File: src/rtl/fifo_frame_reader.sv
// fifo_frame_reader: drains a synchronous FIFO into a 2-entry skid buffer and streams framed words downstream
// Ports: clk, rst_n (sync, active-low); i_enable permits pops; i_fifo_empty / o_fifo_pop / i_fifo_data form the
// FIFO read side (data one cycle after pop); o_valid / i_ready / o_data / o_last form the output stream;
// o_frame_cnt counts completed frames (16-bit wrap); o_busy is high while the FSM is RUN or DRAIN.
module fifo_frame_reader #(
  parameter int DATA_WIDTH = 16,
  parameter int FRAME_LEN = 8
) (
  input  logic                  clk,
  input  logic                  rst_n,
  input  logic                  i_enable,
  input  logic                  i_fifo_empty,
  output logic                  o_fifo_pop,
  input  logic [DATA_WIDTH-1:0] i_fifo_data,
  output logic                  o_valid,
  input  logic                  i_ready,
  output logic [DATA_WIDTH-1:0] o_data,
  output logic                  o_last,
  output logic [15:0]           o_frame_cnt,
  output logic                  o_busy
);
  localparam int IW = FRAME_LEN > 1 ? $clog2(FRAME_LEN) : 1;
  typedef enum logic [1:0] {IDLE, RUN, DRAIN, FLUSH} state_t;
  state_t                state;
  logic [DATA_WIDTH-1:0] mem [2];
  logic                  head;
  logic [1:0]            occ;
  logic                  inflight;
  logic [IW-1:0]         idx;
  logic                  xfer;
  logic [1:0]            occ_n;
  logic                  tail;
  assign o_valid = occ != 2'd0;
  assign xfer = o_valid & i_ready;
  // Occupancy after this edge: in-flight capture adds one, a transfer removes one. Never exceeds 2.
  assign occ_n = occ + {1'b0, inflight} - {1'b0, xfer};
  // A pop now lands next cycle, so only pop if that word is guaranteed a slot.
  assign o_fifo_pop = rst_n & i_enable & ~i_fifo_empty & (state != FLUSH) & (occ_n < 2'd2);
  // Tail sits occ slots past head; with occ=2 no word is ever in flight.
  assign tail = head ^ occ[0];
  assign o_data = mem[head];
  assign o_last = o_valid & (idx == IW'(FRAME_LEN - 1));
  assign o_busy = (state == RUN) | (state == DRAIN);
  always_ff @(posedge clk) begin
    if (!rst_n) begin
      state       <= IDLE;
      mem[0]      <= '0;
      mem[1]      <= '0;
      head        <= 1'b0;
      occ         <= 2'd0;
      inflight    <= 1'b0;
      idx         <= '0;
      o_frame_cnt <= 16'd0;
    end else begin
      if (inflight) mem[tail] <= i_fifo_data;
      head        <= head ^ xfer;
      occ         <= occ_n;
      inflight    <= o_fifo_pop;
      idx         <= xfer ? (o_last ? '0 : idx + 1'b1) : idx;
      o_frame_cnt <= o_frame_cnt + {15'd0, xfer & o_last};
      // With enable low no pop is issued, so pending work after this edge is exactly occ_n.
      state       <= i_enable ? RUN : (o_busy && occ_n != 2'd0) ? DRAIN : IDLE;
    end
  end
endmodule

File: config.mk
export PLATFORM = sky130hd
export DESIGN_NAME = fifo_frame_reader
export DESIGN_NICKNAME = d
export VERILOG_FILES = /design/src/rtl/fifo_frame_reader.sv
export SDC_FILE = /design/constraint.sdc
export NUM_CORES = 1
export LEC_CHECK = 0
export CAP_MARGIN = 20
export CORE_UTILIZATION = 45
export DETAILED_ROUTE_END_ITERATION = 8
export GPL_TIMING_DRIVEN = 0
export HOLD_SLACK_MARGIN = 0.1
export PLACE_DENSITY = 0.78
export SYNTH_ARGS = -nofsm -noshare
export SYNTH_HDL_FRONTEND = slang
export SYNTH_SLANG_ARGS = --single-unit
File: constraint.sdc
create_clock -name clk -period 1.98 [get_ports clk]
set_input_delay 0.396 -clock clk [delete_from_list [all_inputs] [get_ports clk]]
set_output_delay 0.396 -clock clk [all_outputs]
set_load 0.02 [all_outputs]
Word level (Yosys, flattened, before mapping) --
Memories as Yosys holds them, arrays and structs flattened. A register that Yosys moved wholly into a read port is not among the register bits. Index checks and enable logic that the tools add are counted.
Operators by class: magnitude comparators 1, divide/modulo/power cells 0, $add $sub $neg 4, bitwise operators 12, mux-type cells 11, $mul 0, equal/unequal tests 4, shift operators 0, reductions and logical operators 5
Operator list (count):
- $add 16x1->16 | 1
- $mux 16 | 1
- $reduce_or 16->1 | 1
- $mux 1 | 8
- $and 1x1->1 | 7
- $reduce_bool 2->1 | 2
- $add 3x1->3 const B | 1
- $eq 3x3->1 const B | 1
- $mux 3 | 1
- $add 2x1->2 | 1
- $eq 2x1->1 const B | 1
- $eq 2x2->1 const B | 1
- $lt 2x2->1 const B | 1
- $mux 2 | 1
- $ne 2x2->1 const B | 1
- $not 1->1 | 2
- $reduce_or 2->1 | 1
- $sub 2x1->2 | 1
- $xor 1x1->1 | 2
- $logic_and 1x1->1 | 1
- $or 1x1->1 | 1
Storage, ports and cells: bits in latches 0, output and inout port bits 36, memories kept 1, flip-flop bits (word level) 25, ROM bits 0, RAM bits 32
Memory list:
- mem | words 2, width 16, read ports 1, clocked after Yosys merged registers in 1, wr ports 2, RTL line 25 | logic [DATA_WIDTH-1:0] mem [2];

Logic depth before layout (Yosys ltp) --
depth after elaboration 7, mapped depth 9, gate-level depth less buffers 9

Worst setup path after synthesis --
Ideal clock, no wire load.
path kind register to output, start reg occ[0], end out o_fifo_pop, data arrival time 2.345 ns, slack -0.761 ns, stages on the path, launching flop included 8, path buffers 0, cells stage by stage dfxtp_1 o21ai_0 inv_1 ha_1 inv_1 ha_1 xor3_1 nor4b_1
On the way: word-level cells in the longest chain between the ends 5
Ends and longest elaborated chain:
- from (decl) | RTL line 27 | logic [1:0] occ;
- from (signal assigned) | RTL line 57 | occ <= occ_n;
- $reduce_bool 2->1 | RTL line 33 | assign o_valid = occ != 2'd0;
- $and 1x1->1 | RTL line 34 | assign xfer = o_valid & i_ready;
- named net xfer | RTL line 30 | logic xfer;
- $sub 2x1->2 | RTL line 36 | assign occ_n = occ + {1'b0, inflight} - {1'b0, xfer};
- $lt 2x2->1 | RTL line 38 | assign o_fifo_pop = rst_n & i_enable & ~i_fifo_empty & (state != FLUSH) & (occ_n < 2'd2);
- $and 1x1->1 | RTL line 38
- to (decl) | RTL line 13 | output logic o_fifo_pop,
The timed path passes the listed nets, and every way through them passes these cells.

Final worst setup path --
start reg occ[1], end out o_fifo_pop
Same word-level chain as after synthesis.

==> summary by stage <==
Status
The flow ran to the end, but the final reports show violations. The checks that failed: setup timing.

Power and ir drop
The worst-case IR drop observed on VDD is 526 uV. The clock network accounts for 27.1% of the total power. For this design the ratio of total power to cell area is 871 nW/um^2. The share of power burned in combinational logic is 26.4%. Internal power comes to 2.30 mW. Summing internal, switching and leakage power gives 3.21 mW.

For this design the static power due to leakage is 1.42 nW. The switching power is 0.909 mW. The sequential cell fraction of total power is 46.5%. The fraction of power spent switching nets is 28.4%.

Finish
Summing all non-filler instances in the final layout gives an area of 3680 sq um. Measured on the finished design, the core utilization comes to 66.8%. The number of standard cells in the layout, taps in and fillers out is 376.

The final layout net count is 327. The fraction of final layout cells with drive strength greater than 1 is 27.6%. The number of filler cells placed in the layout is 413. The area growth from synthesis to layout is 43.7%. The count of antenna diodes in the layout is 0.

Detailed routing
After detailed routing, the met2 layer carries 2830 um of wire. The highest metal layer carrying signal wires in the routed design is met4. The first TritonRoute pass finished after 4 iterations. The number of vias per cell is 5.12. The number of violations reported at the end of detailed-routing iteration 0 is 54. For this run, design rule violations remaining after detail routing come to 0. Summed over all nets, wire length on met3 after detailed routing comes to 196 um. The detail-routed net length per standard cell is 14.2 um. The total wire length is 5320 um. The detail route stage leaves a number of antenna-violating nets equal to 0.

The routed via count is 1924. The wire length on met1 is 2210 um.

Die
The standard-cell row count is 27. In this run the vertical extent of the chip is 77.4 um. For this design the top-level I/O count stands at 57.

For this configuration, the core starts out at a cell density of 46.5%. The width of the die is 77.4 um. After floorplanning, the core was sized to cover 5510 sq um. The area enclosed by the die boundary is 5990 sq um.

Timing
The final max-slew violation count is 0. Summed over all failing endpoints, the final setup total negative slack is -0.377 ns. The post-route fraction of the period consumed by the critical path is 119%. The worst clock skew on the final layout is 0.00870 ns. The worst path in the final design needs a cycle of 2.36 ns, including I/O delays and setup.

Setup violations remaining at the end of the flow were counted as 1. At the pin with the least slew margin, the transition time is 0.891 ns. The worst hold slack after final layout is 0.480 ns. The smallest setup slack after layout is -0.377 ns. The number of hold violations in the final report is 0. Based on the critical path, the design can be clocked at up to 424 MHz. In this run the tightest slew margin relative to its limit is 40.6%. Setup repair after global routing could not meet its margin everywhere.

Placement
The detailed placement HPWL is 3390 um. The instance count after placement with tap cells included is 345. The number of buffers inserted by port buffering is 56. The weighted congestion reported at the end of routability-driven placement is 0.745. At the placement stage, the worst setup path has a slack of -1.21 ns. The placed instance area is 3250 sq um.

Logic synthesis
The dominant combinational cell family by area after synthesis is simple AND/OR/NAND/NOR gates. Sorting the synthesized cells by how often they occur yields sky130_fd_sc_hd__and2_1, sky130_fd_sc_hd__edfxtp_1, sky130_fd_sc_hd__dfxtp_1, sky130_fd_sc_hd__mux2_2, sky130_fd_sc_hd__nand2_1. The mapped netlist covers 2560 sq um. The number of different library cells used by synthesis comes to 28. Measured against the total synthesized area, the mux share comes to 8.21%. The synthesized-area fraction occupied by xor and xnor cells is 2.98%. The number of cells produced by synthesis is 217.

The yosys synthesis warning count is 0. Of the post-synthesis cell area, the dominant cell type holds 37.5%. The post-synthesis register bit count is 58. Each instance of the synthesized netlist takes up on average 11.8 sq um.

The share of the yosys chip area belonging to registers is 57.9%. The most frequent cell after synthesis is sky130_fd_sc_hd__and2_1. Yosys mapped a number of flops with a built-in enable equal to 32. The synthesized netlist devotes 3.42% of its cell area to adder and majority cells. The largest total area in the synthesized netlist belongs to sky130_fd_sc_hd__edfxtp_1. Of the total synthesized cell area, the portion taken by AND, OR, NAND and NOR gates is 20.5%. The number of nets in the synthesized netlist is 245.

The complex-gate fraction of the synthesized area is 4.79%. Of all flip-flops after synthesis, the portion carrying an async set or reset was 0%. Sorting the synthesized cells by area gives the leading types as sky130_fd_sc_hd__edfxtp_1, sky130_fd_sc_hd__dfxtp_1, sky130_fd_sc_hd__and2_1.

The most used flip-flop cell after synthesis is sky130_fd_sc_hd__edfxtp_1.

Clock network
The H-tree was split into 3 levels. TritonCTS built the clock tree. The master cell of the clock root buffer is sky130_fd_sc_hd__clkbuf_8. The clock latency on the worst-skew pair is 0.32 ns. Counting every sink on the clock net gives 58. In this run the deepest clock path goes through 2 buffers. The total CTS buffers is 9. After clock tree synthesis, the clock-pin slew on the worst setup and hold paths is 0.06 ns.

Global route
Entering global routing, the biggest net connects 17 pins. The first global-routing pass estimated 8830 um of wire. The via count of the first global-routing pass is 1986.

The total routing usage reported by global routing is 19.4%. The initial antenna violation count was 0. After global routing the overflow that remains totals 0.

Hold path
The launch point of the worst hold path is o_frame_cnt[15]. The kind of path behind the tightest hold check is reg2reg. The worst hold path stage count is 2.

The hold path endpoint is o_frame_cnt[15].

Setup path
The kind of critical path is reg2out. The critical register-to-register path startpoint is idx[1]. STA classifies the critical path endpoint as an output pin. In this run the critical register-to-register path is captured at o_frame_cnt[11]. The worst setup path is launched from a flip-flop. The required arrival time at the worst endpoint is 1.58 ns. The setup check on the worst reg-to-reg path leaves a slack of 0.02 ns. The signal arrival time at the worst endpoint is 1.96 ns. The critical-path maximum fanout is 3.

For the worst flop-to-flop path, the logic depth is 8.

Run
Across the run, the number of max-cap violations was 0.
layout by cell type (no fill, tap or decap), types with 2 or more instances in the layout:
cell type,n
sky130_fd_sc_hd__or3_4,2
sky130_fd_sc_hd__xor2_1,2
sky130_fd_sc_hd__or4_4,3
sky130_fd_sc_hd__mux2i_1,3
sky130_fd_sc_hd__xnor2_1,3
sky130_fd_sc_hd__clkbuf_1,10
sky130_fd_sc_hd__clkdlybuf4s50_1,35
sky130_fd_sc_hd__dfxtp_2,2
sky130_fd_sc_hd__nor4_4,2
sky130_fd_sc_hd__inv_1,6
sky130_fd_sc_hd__edfxtp_1,32
sky130_fd_sc_hd__or4_1,2
sky130_fd_sc_hd__o31ai_2,2
sky130_fd_sc_hd__a21oi_1,7
sky130_fd_sc_hd__clkbuf_8,9
sky130_fd_sc_hd__and2_1,38
sky130_fd_sc_hd__nand4_1,4
sky130_fd_sc_hd__nand2_1,12
sky130_fd_sc_hd__o31ai_1,3
sky130_fd_sc_hd__nand2b_1,3
sky130_fd_sc_hd__mux2_2,16
sky130_fd_sc_hd__dfxtp_4,3
sky130_fd_sc_hd__ha_4,6
sky130_fd_sc_hd__dfxtp_1,21
sky130_fd_sc_hd__buf_4,18
sky130_fd_sc_hd__a21oi_2,4
sky130_fd_sc_hd__dlygate4sd2_1,18
sky130_fd_sc_hd__nand3_1,5
sky130_fd_sc_hd__or3_1,2
sky130_fd_sc_hd__nor2_1,7
sky130_fd_sc_hd__inv_2,3
sky130_fd_sc_hd__o21ai_2,2
sky130_fd_sc_hd__o21ai_0,3
cells by family (layout without fill, tap and decap cells):
| family | after synthesis | in the layout |
|---|---|---|
| compound gates | 22 | 22 |
| xor+xnor | 7 | 7 |
| mux | 19 | 19 |
| buf+inv | 15 | 102 |
| simple gates | 89 | 89 |
| flops | 58 | 58 |
| fa+ha+maj | 7 | 7 |
worst max-delay path: stages (launching register included):
cell and delay, ns:
sky130_fd_sc_hd__dfxtp_2 0.33, sky130_fd_sc_hd__o21ai_4 0.15, sky130_fd_sc_hd__inv_2 0.07, sky130_fd_sc_hd__ha_4 0.26
sky130_fd_sc_hd__inv_2 0.03, sky130_fd_sc_hd__ha_4 0.14, sky130_fd_sc_hd__xor3_2 0.26, sky130_fd_sc_hd__nor4b_4 0.22
sky130_fd_sc_hd__buf_4 0.17
registers in the layout (all words and copies together) (netlist names), named ones only:
name and count:
mem 32, o_frame_cnt 16, state 2, idx 3
inflight 1, head 1, occ 2
worst max path at each step:
stage	slack [ns]	start	cells after the start	end
2_1_floorplan	-0.23	occ[0]	7	o_fifo_pop
3_3_place_gp	-1.23	i_ready	9	o_fifo_pop
3_5_place_dp	-1.21	i_ready	9	o_fifo_pop
4_1_cts	-0.57	occ[0]	8	o_fifo_pop
5_1_grt	-0.46	occ[1]	8	o_fifo_pop
6_report	-0.38	occ[1]	8	o_fifo_pop
layout make-up:
| type | instances | area, sq um | area share [%] |
|---|---|---|---|
| clock inverter | 1 | 5.00 | 0.136 |
| sequential | 58 | 1500 | 40.6 |
| tap | 72 | 90.1 | 2.45 |
| clock buffer | 15 | 146 | 3.98 |
| buffer | 4 | 15.0 | 0.408 |
| multi-input combinational | 144 | 1230 | 33.5 |
| inverter | 9 | 33.8 | 0.918 |
| timing repair buffer | 73 | 661 | 18.0 |
power by group through the flow:
stage          combinational (mW)  sequential (mW)  clock [mW]
6_report                    0.846             1.49       0.869
5_1_grt                     0.912             1.51       0.945
4_1_cts                     0.901             1.47       0.894
3_5_place_dp                0.810             1.47           0
3_3_place_gp                0.796             1.46           0
2_1_floorplan               0.499             1.45           0
timing repair:
action	in CTS	in global routing
resized for setup	55	18
buffers inserted	20	4
endpoints found under the hold margin	0	0
endpoints found under the setup margin	27	35
hold buffers	0	0
pin swaps	12	4
gates cloned	0	0
layer usage:
metal | global-route usage (%) | vias up
met2 | 32.7 | 47
met4 | 12.3 | 0
met5 | 0 | -
met3 | 3.76 | 9
li1 | - | 938
met1 | 22.6 | 930
No activity file was read; power rests on OpenSTA's default activity.
